$ cat src/rtl/shift_reg_pkg.sv
// Shared definitions for the serial/parallel shift-register family.
// Holds the bit-order enum, the output-holding-register state enum and the
// bit-counter width helper. Build macro: SHIFT_REG_DESER_PARITY_EN.
package shift_reg_pkg;

  typedef enum logic {
    LSB_FIRST = 1'b0,
    MSB_FIRST = 1'b1
  } bit_order_e;

  typedef enum logic {
    EMPTY = 1'b0,
    FULL  = 1'b1
  } hold_state_e;

  // The counter must reach size-1 (data only) or size (data + parity bit).
  function automatic int cnt_width(input int sz);
`ifdef SHIFT_REG_DESER_PARITY_EN
    return $clog2(sz + 2);
`else
    return $clog2(sz + 1);
`endif
  endfunction

endpackage

$ cat src/rtl/shift_reg_out_hold.sv
// Valid/ready output holding register for the deserializer: holds the word,
// its parity flag and the sticky overrun flag.
// Latency: a completed word is visible the cycle after word_vld.
// Backpressure: a word arriving while FULL and not accepted is dropped and sets overrun.
// Ports: word_vld/word_dat/word_par in from the shifter; dout/dout_valid/dout_ready
// consumer handshake; parity_err held with dout; overrun/overrun_clr sticky flag.
module shift_reg_out_hold
  import shift_reg_pkg::*;
#(
  parameter int size = 8
) (
  input  logic            clk,
  input  logic            reset,
  input  logic            word_vld,
  input  logic [size-1:0] word_dat,
  input  logic            word_par,
  input  logic            dout_ready,
  input  logic            overrun_clr,
  output logic [size-1:0] dout,
  output logic            dout_valid,
  output logic            parity_err,
  output logic            overrun
);

  hold_state_e     state_q, state_d;
  logic [size-1:0] dout_q, dout_d;
  logic            par_q, par_d;
  logic            ovr_q, ovr_d;

  always_ff @(posedge clk) begin
    if (reset) begin
      state_q <= EMPTY;
      dout_q  <= '0;
      par_q   <= 1'b0;
      ovr_q   <= 1'b0;
    end else begin
      state_q <= state_d;
      dout_q  <= dout_d;
      par_q   <= par_d;
      ovr_q   <= ovr_d;
    end
  end

  always_comb begin
    state_d = state_q;
    dout_d  = dout_q;
    par_d   = par_q;
    ovr_d   = ovr_q;
    case (state_q)
      EMPTY: begin
        if (word_vld) begin
          dout_d  = word_dat;
          par_d   = word_par;
          state_d = FULL;
        end
      end
      FULL: begin
        if (dout_ready) begin
          // Accept and refill in the same cycle keeps the output continuously valid.
          if (word_vld) begin
            dout_d = word_dat;
            par_d  = word_par;
          end else begin
            state_d = EMPTY;
          end
        end else if (word_vld) begin
          ovr_d = 1'b1;
        end
      end
      default: state_d = EMPTY;
    endcase
    // Clear wins over a set in the same cycle.
    if (overrun_clr) begin
      ovr_d = 1'b0;
    end
  end

  assign dout       = dout_q;
  assign dout_valid = (state_q == FULL);
  assign parity_err = par_q;
  assign overrun    = ovr_q;

endmodule

$ cat src/rtl/shift_reg_deser.sv
// Serial-to-parallel deserializer with per-bit valid, selectable bit order,
// word counter, valid/ready output and sticky overrun.
// Latency: word visible the cycle after its last bit is sampled.
// Backpressure: none toward the source; words completing into a held, unaccepted
// output are dropped and flagged via overrun.
// Ports: clk/reset (sync, active-high); din/din_valid serial in; dout/dout_valid/
// dout_ready word out; busy/bit_count progress; overrun/overrun_clr; parity_err.
// Build macro: SHIFT_REG_DESER_PARITY_EN adds a trailing even-parity bit per frame.
module shift_reg_deser
  import shift_reg_pkg::*;
#(
  parameter int size      = 8,
  parameter int msb_first = 0
) (
  input  logic                       clk,
  input  logic                       reset,
  input  logic                       din,
  input  logic                       din_valid,
  output logic [size-1:0]            dout,
  output logic                       dout_valid,
  input  logic                       dout_ready,
  output logic                       busy,
  output logic [cnt_width(size)-1:0] bit_count,
  output logic                       overrun,
  input  logic                       overrun_clr,
  output logic                       parity_err
);

  localparam int         CW    = cnt_width(size);
  localparam bit_order_e ORDER = (msb_first != 0) ? MSB_FIRST : LSB_FIRST;
`ifdef SHIFT_REG_DESER_PARITY_EN
  localparam logic [CW-1:0] LAST = CW'(size);
`else
  localparam logic [CW-1:0] LAST = CW'(size - 1);
`endif

  logic [size-1:0] sreg_q, sreg_d;
  logic [CW-1:0]   cnt_q, cnt_d;
  logic [size-1:0] shifted;
  logic            word_vld;
  logic [size-1:0] word_dat;
  logic            word_par;

  always_ff @(posedge clk) begin
    if (reset) begin
      sreg_q <= '0;
      cnt_q  <= '0;
    end else begin
      sreg_q <= sreg_d;
      cnt_q  <= cnt_d;
    end
  end

  always_comb begin
    if (ORDER == MSB_FIRST) begin
      shifted = {sreg_q[size-2:0], din};
    end else begin
      shifted = {din, sreg_q[size-1:1]};
    end
  end

  always_comb begin
    sreg_d   = sreg_q;
    cnt_d    = cnt_q;
    word_vld = 1'b0;
    word_dat = shifted;
    word_par = 1'b0;
    if (din_valid) begin
      if (cnt_q == LAST) begin
        cnt_d    = '0;
        word_vld = 1'b1;
`ifdef SHIFT_REG_DESER_PARITY_EN
        // Last bit is the parity bit: it checks the word but is not shifted in.
        word_dat = sreg_q;
        word_par = (^sreg_q) ^ din;
`else
        sreg_d   = shifted;
`endif
      end else begin
        sreg_d = shifted;
        cnt_d  = cnt_q + CW'(1);
      end
    end
  end

  shift_reg_out_hold #(
    .size(size)
  ) u_hold (
    .clk        (clk),
    .reset      (reset),
    .word_vld   (word_vld),
    .word_dat   (word_dat),
    .word_par   (word_par),
    .dout_ready (dout_ready),
    .overrun_clr(overrun_clr),
    .dout       (dout),
    .dout_valid (dout_valid),
    .parity_err (parity_err),
    .overrun    (overrun)
  );

  assign bit_count = cnt_q;
  assign busy      = (cnt_q != '0);

endmodule

$ cat config.mk
export PLATFORM = sky130hd
export DESIGN_NAME = shift_reg_deser
export DESIGN_NICKNAME = d
export VERILOG_FILES = /design/src/rtl/shift_reg_pkg.sv /design/src/rtl/shift_reg_out_hold.sv /design/src/rtl/shift_reg_deser.sv
export SDC_FILE = /design/constraint.sdc
export NUM_CORES = 1
export LEC_CHECK = 0
export ABC_AREA = 0
export ABC_CLOCK_PERIOD_IN_PS = 1600
export CELL_PAD_IN_SITES_DETAIL_PLACEMENT = 2
export CELL_PAD_IN_SITES_GLOBAL_PLACEMENT = 2
export CORE_ASPECT_RATIO = 1.75
export CORE_MARGIN = 10
export CORE_UTILIZATION = 29
export CTS_BUF_LIST = sky130_fd_sc_hd__clkbuf_2
export CTS_CLUSTER_DIAMETER = 50
export DETAILED_ROUTE_END_ITERATION = 7
export GPL_ROUTABILITY_DRIVEN = 0
export PLACE_DENSITY_LB_ADDON = 0.1
export SLEW_MARGIN = 10
export SYNTH_ARGS = -nofsm -noshare
export SYNTH_HDL_FRONTEND = slang
export SYNTH_SLANG_ARGS = --single-unit
$ cat constraint.sdc
create_clock -name clk -period 1.6 [get_ports clk]
set_input_delay 0.24 -clock clk [delete_from_list [all_inputs] [get_ports clk]]
set_output_delay 0.24 -clock clk [all_outputs]
set_load 0.05 [all_outputs]
[After elaboration in Yosys (flattened, before gate mapping)]
Cells that the tools add are included.
Operators by class
  multiplexer cells: 12
  reductions and logical operators: 3
  add/sub/neg operators: 1
  bitwise logic cells: 2
  equality and inequality tests: 2
Operators with widths (number)
  2-to-1 mux 8 bit: 2
  case mux 8 bit (2 select lines): 1
  2-to-1 mux 1 bit: 6
  adder 4 x 1 -> 4 bit (second input constant): 1
  equality test 4 x 3 -> 1 bit (second input constant): 1
  2-to-1 mux 4 bit: 1
  case mux 1 bit (2 select lines): 2
  nonzero test 4 bit: 1
  AND reduction 3 bit: 1
  != test 2 bit (second input constant): 1
  NOT 1 bit: 2
  OR reduction 2 bit: 1
Storage, ports and cells
  output and inout bits: 16
  bits in registers: 23

[Depth between registers and ports, before layout]
Gate-level depths: netlist of the first run.
  word-level depth: 6
  depth in mapped cells: 5
  mapped depth without buffers: 4

[By module]
A second synthesis of the first run with hierarchy kept.
Second synthesis, totals
  cells, all modules: 93
  area, all modules: 952.2 µm²
By module, submodules not included
  shift_reg_out_hold: instances 1, area an instance 481.7 µm², cells each 47, seq. area each 220.2 µm²
  shift_reg_deser: instances 1, area an instance 470.5 µm², cells each 46, seq. area each 220.2 µm²

[Worst setup path before layout of the first run]
No wires, ideal clock.
  path type: register to register
  from: register cnt_q[0], in the netlist bit_count[0]
  to: register u_hold.dout_q[0], in the netlist u_hold.dout[0]
  buffers on the path: 0
  stages on the path, launching flop included: 5
  arrival: 1453 ps
  path slack: 12 ps
  cells stage by stage: dfxtp_1 > ha_1 > nand4b_1 > o21ai_0 > a21oi_1
Between the ends
  cells in the longest elaborated chain, start to end: 6
Ends and longest elaborated chain
  start, declared: line shift_reg_deser.sv:38  | logic [CW-1:0] cnt_q, cnt_d;
  start signal, assigned: line shift_reg_deser.sv:50  | cnt_q <= cnt_d;
  equality test 4 x 3 -> 1 bit (*): line shift_reg_deser.sv:69  | if (cnt_q == LAST) begin
  2-to-1 mux 1 bit (*): line shift_reg_deser.sv:69
  2-to-1 mux 1 bit (*): line shift_reg_deser.sv:68  | if (din_valid) begin
  2-to-1 mux 8 bit (*)
  2-to-1 mux 8 bit
  case mux 8 bit (2 select lines) (*)
  end signal, assigned: line shift_reg_out_hold.sv:38  | dout_q <= dout_d;
  end, declared: line shift_reg_out_hold.sv:26  | logic [size-1:0] dout_q, dout_d;
Every way passes the cells marked *; elsewhere a longest branch is shown, timed or not. The select of a mux whose other input is x is not followed.
A chain may end at the register's enable or synchronous reset.

[Final worst setup path of the first run]
  from: register cnt_q[0], in the netlist bit_count[0]
  to: output busy
Between the ends
  cells in the longest elaborated chain, start to end: 1
Ends and longest elaborated chain
  nonzero test 4 bit: line shift_reg_deser.sv:103  | assign busy = (cnt_q != '0);
  end, declared: line shift_reg_deser.sv:22  | output logic busy,
No other way between the ends.

==> impl_metrics.ini, run 1 <==
[run_status]
outcome = finished, final reports clean

[hold_path]
worstHoldEndpoint = u_hold.overrun
hold_path.class = input pin to flop
hp-start = overrun_clr
holdPathStages = 2

[floorplanning]
dieWidth_um = 60.7
rows = 25
core_um2 = 2750
fp.dieH_um = 91.2
initial_core_util_pct = 30.5
ioPinCount = 22
design.die.area_um2 = 5530

[yosys]
yosysTopAreaCellShare_pct = 50.1
ys_types = 25
syn_inst = 90
synth_area_per_cell_um2 = 9.33
synthTopCellsByArea = dfxtp_1, mux2i_1, a21oi_1, nand3_1, o21ai_0
ys_seq_area_share_pct = 50.1
yosys_register_bits = 21
synth_flop_cell = dfxtp_1
synthesis.area_um2 = 840
ys_warn_count = 0
syn-num-nets = 98
synth_commonest_cells = dfxtp_1, a21oi_1, nor2_1
synth_most_common_cell = dfxtp_1
yosysTopAreaCell = dfxtp_1
ys_async_sr_fraction_pct = 0
synth_edf_count = 0

[timing]
rsz0062_at_grt = false
fin_crit_ps = 1510
clock_skew_ps = 10.9
finalHoldViolations = 0
slew_violations = 0
fmax_ghz = 0.661
fin_setup_tns_ps = 0
setup_viol = 0
period_share_pct = 94.5

[placement]
port_buffers = 20
place_area_um2 = 1070
dp_hpwl_um = 1730

[pwr]
p_leak_nw = 0.462
p_sw_mw = 0.257
vdd_drop_max_mv = 0.423
p_int_mw = 0.668
power_frac_comb_pct = 16.6
netSwitchingFraction_pct = 27.8
seq_power_share_pct = 58.5
p_per_area_nw_per_um2 = 835
clkPwrFrac_pct = 25.0

[critical_path]
crit_chain = buf_4 -> inv_2 -> ha_2 -> nand2_2 -> buf_12
worst_setup_path_start_kind = flop
endpoint_kind = output pin
crit_path_max_fanout = 4
required_ps = 1360
worst_path_largest_cell_delay_ps = 370
crit_slowest_cell = dfxtp_2
r2r_setup_slack_ps = 230
critPathArrivalTime_ps = 1270
cp.depth = 5
reg2reg_depth = 6
crit_family = flip-flops
r2r-end = u_hold.overrun
r2r_start = bit_count[0]
critPathKind = flop to output pin
path_buf_inv = 3

[routing]
drt_pre_antenna_iters = 3
drc_errors = 0
post_drt_via_cell_ratio = 5.15
wl_per_cell_um = 15.6
drt_wl_total_um = 2230
vias = 737
drtIter0Drc = 6
antenna_left = 0

[grt]
grt_pass1_vias = 833
grt_max_degree = 22
gr-total-overflow = 0
grt_pass1_wl_um = 3850
grt.total_usage_pct = 8.61
antenna_found_initial = 0

[cells_and_area]
drive_above_1_share_pct = 28.4
antenna_cells = 0
fin_area_um2 = 1110
syn_to_final_growth_pct = 32.0
filler_cell_count = 322
num-nets-final = 125

[clocking]
numCtsBuffers = 3
clock_sinks = 21
insertion_delay_ps = 330
cts_tree = done
clock_path_buffers = 2
root_buffer = clkbuf_2
postCtsHoldBufs = 0
clk_pin_slew_ps = 200
htreeDepth = 1

[job]
drv_cap = 0
## cells in the final DEF, fill, tap and decap left out, types with 2 or more instances in the layout
cell type / n
nand2_1: 2
dfxtp_1: 20
nand3_1: 8
buf_12: 2
clkbuf_2: 4
buf_4: 21
a21oi_1: 10
nor2_1: 10
mux2i_1: 8
clkdlybuf4s50_1: 5
o21ai_0: 8
## state kept, by name, indices dropped and copies added (netlist names)
name / count
bit_count: 4
u_hold.dout_valid: 1
u_hold.overrun: 1
u_hold.dout: 8
sreg_q: 7
## metrics by stage
| step | instances | utilization, % | hold slack (ps) | worst slack (ps) | total power [mW] |
|---|---|---|---|---|---|
| final | 143 | 40.3 | 456 | 87.4 | 0.925 |
| after global routing | 143 | 40.3 | 444 | 9.87 | 0.967 |
| after CTS | 142 | 39.9 | 446 | 6.79 | 0.935 |
| after detailed placement | 137 | 38.8 | 475 | -69.7 | 0.699 |
| after global placement | 137 | 38.8 | 466 | -2.50 | 0.695 |
| after floorplan | 90 | - | 310 | 12.0 | 0.629 |
## what timing repair did
| item | in CTS | in global routing |
|---|---|---|
| cloned | 0 | 0 |
| buffers inserted | 1 | 1 |
| pin swaps | 0 | 1 |
| gates resized for setup | 2 | 2 |
| endpoints found under the setup margin | 1 | 9 |
## routing by layer
metal	part of all wire (%)	vias up	track usage [%]
li1	-	359	-
met1	39	355	8.92
met2	51	19	14.7
met3	8.3	4	2.93
met4	1.5	0	3.86
met5	0	-	0
## worst max path at each step
stage                 start             end
2_1_floorplan  bit_count[0]  u_hold.dout[0]
3_3_place_gp      din_valid  u_hold.dout[0]
3_5_place_dp      din_valid  u_hold.dout[0]
4_1_cts        bit_count[0]            busy
5_1_grt        bit_count[1]            busy
6_report       bit_count[0]            busy
## cell type report
type	instances	area [um2]	area share, %
inverters	2	7.51	0.677
clock buffers	4	20.0	1.81
repair buffers	28	248	22.3
multi-input cells	61	378	34.1
well taps	27	33.8	3.05
flip-flops and latches	21	422	38.0
## cells by family after synthesis
group,synth area share [%]
adders and majority gates,2.98
muxes,9.54
and+or+nand+nor,17.6
DFF,50.1
buffers and inverters,5.51
xor gates and xnor gates,2.09
other,0.447
AOI/OAI and AO/OA,11.8
## power by group through the flow
stage / Combinational, mW / Clock [mW] / Sequential (mW)
after floorplan: 0.0591 / 0 / 0.570
after global placement: 0.144 / 0 / 0.551
after detailed placement: 0.148 / 0 / 0.552
after CTS: 0.154 / 0.239 / 0.541
after global routing: 0.166 / 0.258 / 0.543
final: 0.153 / 0.231 / 0.541
No activity file was read; power rests on OpenSTA's default activity.
==> run 2: changes to the inputs <==
--- a/config.mk
+++ b/config.mk
@@ -17,7 +17,6 @@
 export DETAILED_ROUTE_END_ITERATION = 7
 export GPL_ROUTABILITY_DRIVEN = 0
 export PLACE_DENSITY_LB_ADDON = 0.1
-export SLEW_MARGIN = 10
 export SYNTH_ARGS = -nofsm -noshare
 export SYNTH_HDL_FRONTEND = slang
 export SYNTH_SLANG_ARGS = --single-unit
==> results of run 2 <==
Final layout, timing and power as in run 1 (identical DEF).
